$ cat config.mk
export PLATFORM = sky130hd
export DESIGN_NAME = mem_if_flat
export DESIGN_NICKNAME = d
export VERILOG_FILES = /design/src/rtl/mem_if_if.sv /design/src/rtl/mem_if.sv /design/src/flat_wrapper.sv
export SDC_FILE = /design/constraint.sdc
export NUM_CORES = 1
export LEC_CHECK = 0
export CORE_MARGIN = 2
export CORE_UTILIZATION = 41
export DETAILED_ROUTE_END_ITERATION = 10
export PLACE_DENSITY = 0.84
export SLEW_MARGIN = 20
export SYNTH_ARGS = -nofsm -noshare
export SYNTH_HDL_FRONTEND = slang
export SYNTH_SLANG_ARGS = --single-unit
export TNS_END_PERCENT = 30
$ cat constraint.sdc
create_clock -name clk -period 2 [get_ports clk]
set_input_delay 0.3 -clock clk [delete_from_list [all_inputs] [get_ports clk]]
set_output_delay 0.3 -clock clk [all_outputs]
set_load 0.05 [all_outputs]
$ cat src/rtl/mem_if_if.sv
// Bus bundle between mem_if, its two requesters (fetch, load/store) and the unified memory.
// slave: the controller's view; master: the requester/memory environment's view.
interface mem_if_if #(
    parameter int DATA_W = 16,
    parameter int MEM_AW = 5
);
    logic              if_req;
    logic [15:0]       if_addr;
    logic              if_ack;
    logic [DATA_W-1:0] if_rdata;
    logic              d_req;
    logic              d_we;
    logic [15:0]       d_addr;
    logic [DATA_W-1:0] d_wdata;
    logic              d_ack;
    logic [DATA_W-1:0] d_rdata;
    logic [MEM_AW-1:0] mem_addr;
    logic [DATA_W-1:0] mem_in;
    logic              mem_write_n;
    logic              mem_read_n;
    logic [DATA_W-1:0] mem_out;
    logic              busy;
    logic              err;

    modport slave (
        input  if_req, if_addr, d_req, d_we, d_addr, d_wdata, mem_out,
        output if_ack, if_rdata, d_ack, d_rdata, mem_addr, mem_in,
               mem_write_n, mem_read_n, busy, err
    );

    modport master (
        output if_req, if_addr, d_req, d_we, d_addr, d_wdata, mem_out,
        input  if_ack, if_rdata, d_ack, d_rdata, mem_addr, mem_in,
               mem_write_n, mem_read_n, busy, err
    );
endinterface

$ cat src/rtl/mem_if.sv
// Arbitrates fetch and load/store word requests onto the 32x16 unified memory, one strobe
// cycle per access. Define MEMIF_RANGE_CHECK_EN to reject addresses beyond the memory depth.
module mem_if #(
    parameter int DATA_W = 16,
    parameter int MEM_AW = 5
) (
    input logic     clk,
    input logic     proc_rst,
    mem_if_if.slave bus
);
    typedef enum logic [1:0] {IDLE, ACCESS, RESP} state_t;
    typedef enum logic {FETCH, DATA} port_t;

    state_t            state;
    port_t             last_grant;
    port_t             cur_port;
    port_t             pick;
    logic              cur_we;
    logic              sel_we;
    logic              sel_oor;
    logic [MEM_AW-1:0] sel_addr;
    logic [MEM_AW-1:0] mem_addr_q;
    logic [DATA_W-1:0] mem_in_q;
    logic [DATA_W-1:0] if_rdata_q;
    logic [DATA_W-1:0] d_rdata_q;
    logic              mem_write_n_q;
    logic              mem_read_n_q;
    logic              if_ack_q;
    logic              d_ack_q;
    logic              err_q;
    logic              busy_q;

    // On a tie the port not served last wins.
    always_comb begin
        pick = FETCH;
        if (bus.if_req && bus.d_req) begin
            pick = (last_grant == FETCH) ? DATA : FETCH;
        end else if (bus.d_req) begin
            pick = DATA;
        end
        sel_we   = (pick == DATA) && bus.d_we;
        sel_addr = (pick == DATA) ? bus.d_addr[MEM_AW-1:0] : bus.if_addr[MEM_AW-1:0];
    end

`ifdef MEMIF_RANGE_CHECK_EN
    always_comb begin
        sel_oor = (pick == DATA) ? (bus.d_addr[15:MEM_AW] != '0)
                                 : (bus.if_addr[15:MEM_AW] != '0);
    end
`else
    logic unused_upper_addr;
    assign unused_upper_addr = ^{bus.if_addr[15:MEM_AW], bus.d_addr[15:MEM_AW]};
    assign sel_oor = 1'b0;
`endif

    always_ff @(posedge clk) begin
        if (proc_rst) begin
            state         <= IDLE;
            last_grant    <= FETCH;
            cur_port      <= FETCH;
            cur_we        <= 1'b0;
            mem_addr_q    <= '0;
            mem_in_q      <= '0;
            if_rdata_q    <= '0;
            d_rdata_q     <= '0;
            mem_write_n_q <= 1'b1;
            mem_read_n_q  <= 1'b1;
            if_ack_q      <= 1'b0;
            d_ack_q       <= 1'b0;
            err_q         <= 1'b0;
            busy_q        <= 1'b0;
        end else begin
            if_ack_q <= 1'b0;
            d_ack_q  <= 1'b0;
            err_q    <= 1'b0;
            case (state)
                IDLE: begin
                    if (bus.if_req || bus.d_req) begin
                        last_grant <= pick;
                        cur_port   <= pick;
                        cur_we     <= sel_we;
                        busy_q     <= 1'b1;
                        if (sel_oor) begin
                            // Out-of-range: answer straight from RESP with no strobe.
                            state <= RESP;
                            err_q <= 1'b1;
                            if (pick == DATA) begin
                                d_ack_q <= 1'b1;
                                if (!sel_we) d_rdata_q <= '0;
                            end else begin
                                if_ack_q   <= 1'b1;
                                if_rdata_q <= '0;
                            end
                        end else begin
                            state      <= ACCESS;
                            mem_addr_q <= sel_addr;
                            if (pick == DATA) mem_in_q <= bus.d_wdata;
                            if (sel_we) mem_write_n_q <= 1'b0;
                            else        mem_read_n_q  <= 1'b0;
                        end
                    end
                end
                ACCESS: begin
                    state         <= RESP;
                    mem_write_n_q <= 1'b1;
                    mem_read_n_q  <= 1'b1;
                    if (cur_port == DATA) begin
                        d_ack_q <= 1'b1;
                        if (!cur_we) d_rdata_q <= bus.mem_out;
                    end else begin
                        if_ack_q   <= 1'b1;
                        if_rdata_q <= bus.mem_out;
                    end
                end
                RESP: begin
                    state  <= IDLE;
                    busy_q <= 1'b0;
                end
                default: begin
                    state         <= IDLE;
                    busy_q        <= 1'b0;
                    mem_write_n_q <= 1'b1;
                    mem_read_n_q  <= 1'b1;
                end
            endcase
        end
    end

    assign bus.if_ack      = if_ack_q;
    assign bus.if_rdata    = if_rdata_q;
    assign bus.d_ack       = d_ack_q;
    assign bus.d_rdata     = d_rdata_q;
    assign bus.mem_addr    = mem_addr_q;
    assign bus.mem_in      = mem_in_q;
    assign bus.mem_write_n = mem_write_n_q;
    assign bus.mem_read_n  = mem_read_n_q;
    assign bus.busy        = busy_q;
    assign bus.err         = err_q;
endmodule

$ cat src/flat_wrapper.sv
// flat-port wrapper written by rule: the top's interface ports become plain ports
module mem_if_flat 
#(
    parameter int DATA_W = 16,
    parameter int MEM_AW = 5
)
  (clk, proc_rst, bus_if_req, bus_if_addr, bus_d_req, bus_d_we, bus_d_addr, bus_d_wdata, bus_mem_out, bus_if_ack, bus_if_rdata, bus_d_ack, bus_d_rdata, bus_mem_addr, bus_mem_in, bus_mem_write_n, bus_mem_read_n, bus_busy, bus_err);
  mem_if_if #(.DATA_W(DATA_W), .MEM_AW(MEM_AW)) bus_i ();
  input logic clk;
  input logic proc_rst;
  input wire logic [$bits(bus_i.if_req)-1:0] bus_if_req;
  input wire logic [$bits(bus_i.if_addr)-1:0] bus_if_addr;
  input wire logic [$bits(bus_i.d_req)-1:0] bus_d_req;
  input wire logic [$bits(bus_i.d_we)-1:0] bus_d_we;
  input wire logic [$bits(bus_i.d_addr)-1:0] bus_d_addr;
  input wire logic [$bits(bus_i.d_wdata)-1:0] bus_d_wdata;
  input wire logic [$bits(bus_i.mem_out)-1:0] bus_mem_out;
  output wire logic [$bits(bus_i.if_ack)-1:0] bus_if_ack;
  output wire logic [$bits(bus_i.if_rdata)-1:0] bus_if_rdata;
  output wire logic [$bits(bus_i.d_ack)-1:0] bus_d_ack;
  output wire logic [$bits(bus_i.d_rdata)-1:0] bus_d_rdata;
  output wire logic [$bits(bus_i.mem_addr)-1:0] bus_mem_addr;
  output wire logic [$bits(bus_i.mem_in)-1:0] bus_mem_in;
  output wire logic [$bits(bus_i.mem_write_n)-1:0] bus_mem_write_n;
  output wire logic [$bits(bus_i.mem_read_n)-1:0] bus_mem_read_n;
  output wire logic [$bits(bus_i.busy)-1:0] bus_busy;
  output wire logic [$bits(bus_i.err)-1:0] bus_err;
  assign bus_i.if_req = bus_if_req;
  assign bus_i.if_addr = bus_if_addr;
  assign bus_i.d_req = bus_d_req;
  assign bus_i.d_we = bus_d_we;
  assign bus_i.d_addr = bus_d_addr;
  assign bus_i.d_wdata = bus_d_wdata;
  assign bus_i.mem_out = bus_mem_out;
  assign bus_if_ack = bus_i.if_ack;
  assign bus_if_rdata = bus_i.if_rdata;
  assign bus_d_ack = bus_i.d_ack;
  assign bus_d_rdata = bus_i.d_rdata;
  assign bus_mem_addr = bus_i.mem_addr;
  assign bus_mem_in = bus_i.mem_in;
  assign bus_mem_write_n = bus_i.mem_write_n;
  assign bus_mem_read_n = bus_i.mem_read_n;
  assign bus_busy = bus_i.busy;
  assign bus_err = bus_i.err;
  mem_if #(.DATA_W(DATA_W), .MEM_AW(MEM_AW)) u_core (.clk(clk), .proc_rst(proc_rst), .bus(bus_i));
endmodule
==> flow_summary.ini <==
[cts]
clock_latency_ns = 0.33
cts_buffer_depth = 2
clock-root-buffer = clkbuf_8
cts_tree = built
htree_levels = 3
hold_buffers = 0
cts_setup_buffers = 0
path_clk_slew_ns = 0.07
clkSinkCount = 62
cts_resized = 0
cts_buffers = 9

[synthesis]
yosys.area.top_type_share_pct = 52.7
synth_edf_count = 0
ys.flop_type = dfxtp_1
synth_top_area_cell = dfxtp_1
ys_top_cells_by_area = dfxtp_1 53%, a21oi_1 12%, nand2_1 11%
syn_nets = 349
syn_inst = 280
syn-mean-instance-area_sq_um = 8.41
yosysSeqAreaShare_pct = 52.7
syn-cell-area_sq_mm = 0.00235
yosys_warnings = 0
synth_seq_cells = 62
async_flop_share_pct = 0
synth.distinct_cells = 31

[cells_and_area]
layout_common_cells = 103 x clkdlybuf4s50_1, 67 x nand2_1, 62 x dfxtp_1, 56 x a21oi_1, 18 x o21ai_1
drive_gt1_share_pct = 10.2
fin_cells = 455
fill_cells = 484
regArea_sq_mm = 0.00124
multiInputGateArea_sq_um = 976
final_nets = 448
area.growth.synth_to_final_pct = 53.7
layout_commonest_cell = clkdlybuf4s50_1
antennaDiodeCount = 0

[timing]
tns_ns = 0
post-route-period-util_pct = 89.6
max_freq_mhz = 558
skew_ns = 0.00669
tightest_slew_ns = 0.780
max_slew_margin_pct = 48.0
rsz0062_at_grt = no
fin_crit_ns = 1.79
hold_violations = 0
slew_viol_final = 0
setup_viol = 0

[critical_path]
cp-endpoint = bus_mem_addr[4]
cp.arrival_ns = 1.49
critical_path.top_delay_family = buffers and inverters
r2r_end = u_core.bus.mem_addr[4]
end_kind = output port
setup.worst_path.class = flop to output port
cp_num_buf_inv = 1
cp.depth = 1
worstSetupStartpoint = u_core.bus.mem_addr[4]
cp-start-kind = flop
required_ns = 1.70
rr_startpoint = u_core.state[1]
crit_chain = clkdlybuf4s50_1
cp_slowest_stage_delay_ns = 0.82
crit_fanout = 2
r2r_cells = 3
slowest_stage = clkdlybuf4s50_1
r2r_slack_ns = 0.35

[floorplanning]
fp.dieW_um = 79.8
rows = 27
io_pins = 128
start_util_pct = 42.5
dieArea_sq_mm = 0.00636
core_sq_mm = 0.00554
die_h_um = 79.8

[drt]
postRouteAntennaNets = 0
drt_wl_total_um = 6140
initialDrtViolationCount = 72
routedWlPerCell_um = 13.5
firstDrtPassIters = 4
drc = 0
drt-vias-per-instance = 5.05
via_count = 2296

[placed_design]
globalplace.congestion = 0.702
hpwlAfterDp_um = 4230
place_inst = 440
port_buffers = 104

[pwr]
powerDensity_mw_per_mm2 = 869
fin_total_pwr_mw = 3.14
vdd_drop_max_v = 0.000531
p_leak_nw = 1.28

[hold_path]
min_from = proc_rst
hold_class = input port to flop

[grt]
grt_pass1_vias = 2162
antenna_found_initial = 0
grt_pass1_wl_um = 9720
grt_max_degree = 34
grt.total_usage_pct = 19.6
overflow = 0

[outcome]
status = completed

[flow_run]
drv_cap = 0
-- synthesized netlist by cell type (2+ instances only) --
master,n
or2_1,2
buf_2,10
clkbuf_1,7
nand2_1,67
nand2_2,9
o21ai_1,18
nor2_2,3
dfxtp_1,62
buf_4,4
a21oi_1,56
nand3_1,16
a311oi_1,5
nor2_1,3
-- routing by layer --
| metal | vias up | GRT usage [%] | share of wire, % |
|---|---|---|---|
| met5 | - | 0 | 0 |
| li1 | 1143 | - | - |
| met4 | 0 | 8.14 | 1.5 |
| met1 | 1040 | 22.0 | 42 |
| met3 | 9 | 7.13 | 10 |
| met2 | 104 | 33.6 | 47 |
-- cells by family (layout without fill, tap and decap cells) --
| group | Yosys count | in the layout | share of synthesized area [%] |
|---|---|---|---|
| simple gates | 109 | 109 | 21.9 |
| compound gates | 84 | 84 | 19.5 |
| flops | 62 | 62 | 52.7 |
| buf+inv | 24 | 127 | 5.79 |
| other cells | 1 | 1 | 0.159 |
-- state kept, by name, indices dropped and copies added (netlist names), 2 cells and up --
name,flops
u_core.bus.d_rdata,16
u_core.bus.if_rdata,16
u_core.bus.mem_addr,5
u_core.bus.mem_in,16
u_core.state,2
-- per-stage QoR --
| stage | hold slack, ns | instance area (sq um) | worst slack, ns | utilization, % |
|---|---|---|---|---|
| 6_report | 0.397 | 3620 | 0.209 | 65.3 |
| 5_1_grt | 0.415 | 3620 | 0.158 | 65.3 |
| 4_1_cts | 0.388 | 3620 | 0.184 | 65.3 |
| 3_5_place_dp | 0.446 | 3430 | 0.237 | 61.9 |
| 3_3_place_gp | 0.441 | 3430 | 0.324 | 61.9 |
| 2_1_floorplan | 0.436 | 2350 | 0.704 | - |
-- area by class of cell --
cell class                      instances  area share (%)
Multi-Input combinational cell        194            27.0
Sequential cell                        62            34.3
Tap cell                               72            2.49
Clock inverter                          4            1.31
Timing Repair Buffer                  112            31.0
Clock buffer                           11            3.91
-- power breakdown --
group          internal (mW)  switching (mW)
combinational          0.279           0.450
clock                  0.598           0.460
sequential              1.31          0.0461
-- worst min path at each step --
stage | endpoint | slack (ns) | cells past startpoint
detailed placement | u_core.bus.if_rdata[8] | 0.45 | 2
global placement | u_core.bus.d_rdata[4] | 0.44 | 2
finish | u_core.bus.mem_in[13] | 0.40 | 2
global route | u_core.bus.mem_in[13] | 0.42 | 2
CTS | u_core.bus.mem_in[10] | 0.39 | 2
floorplan | u_core.bus.if_rdata[0] | 0.44 | 2
Power figures use the tool's default switching activity.
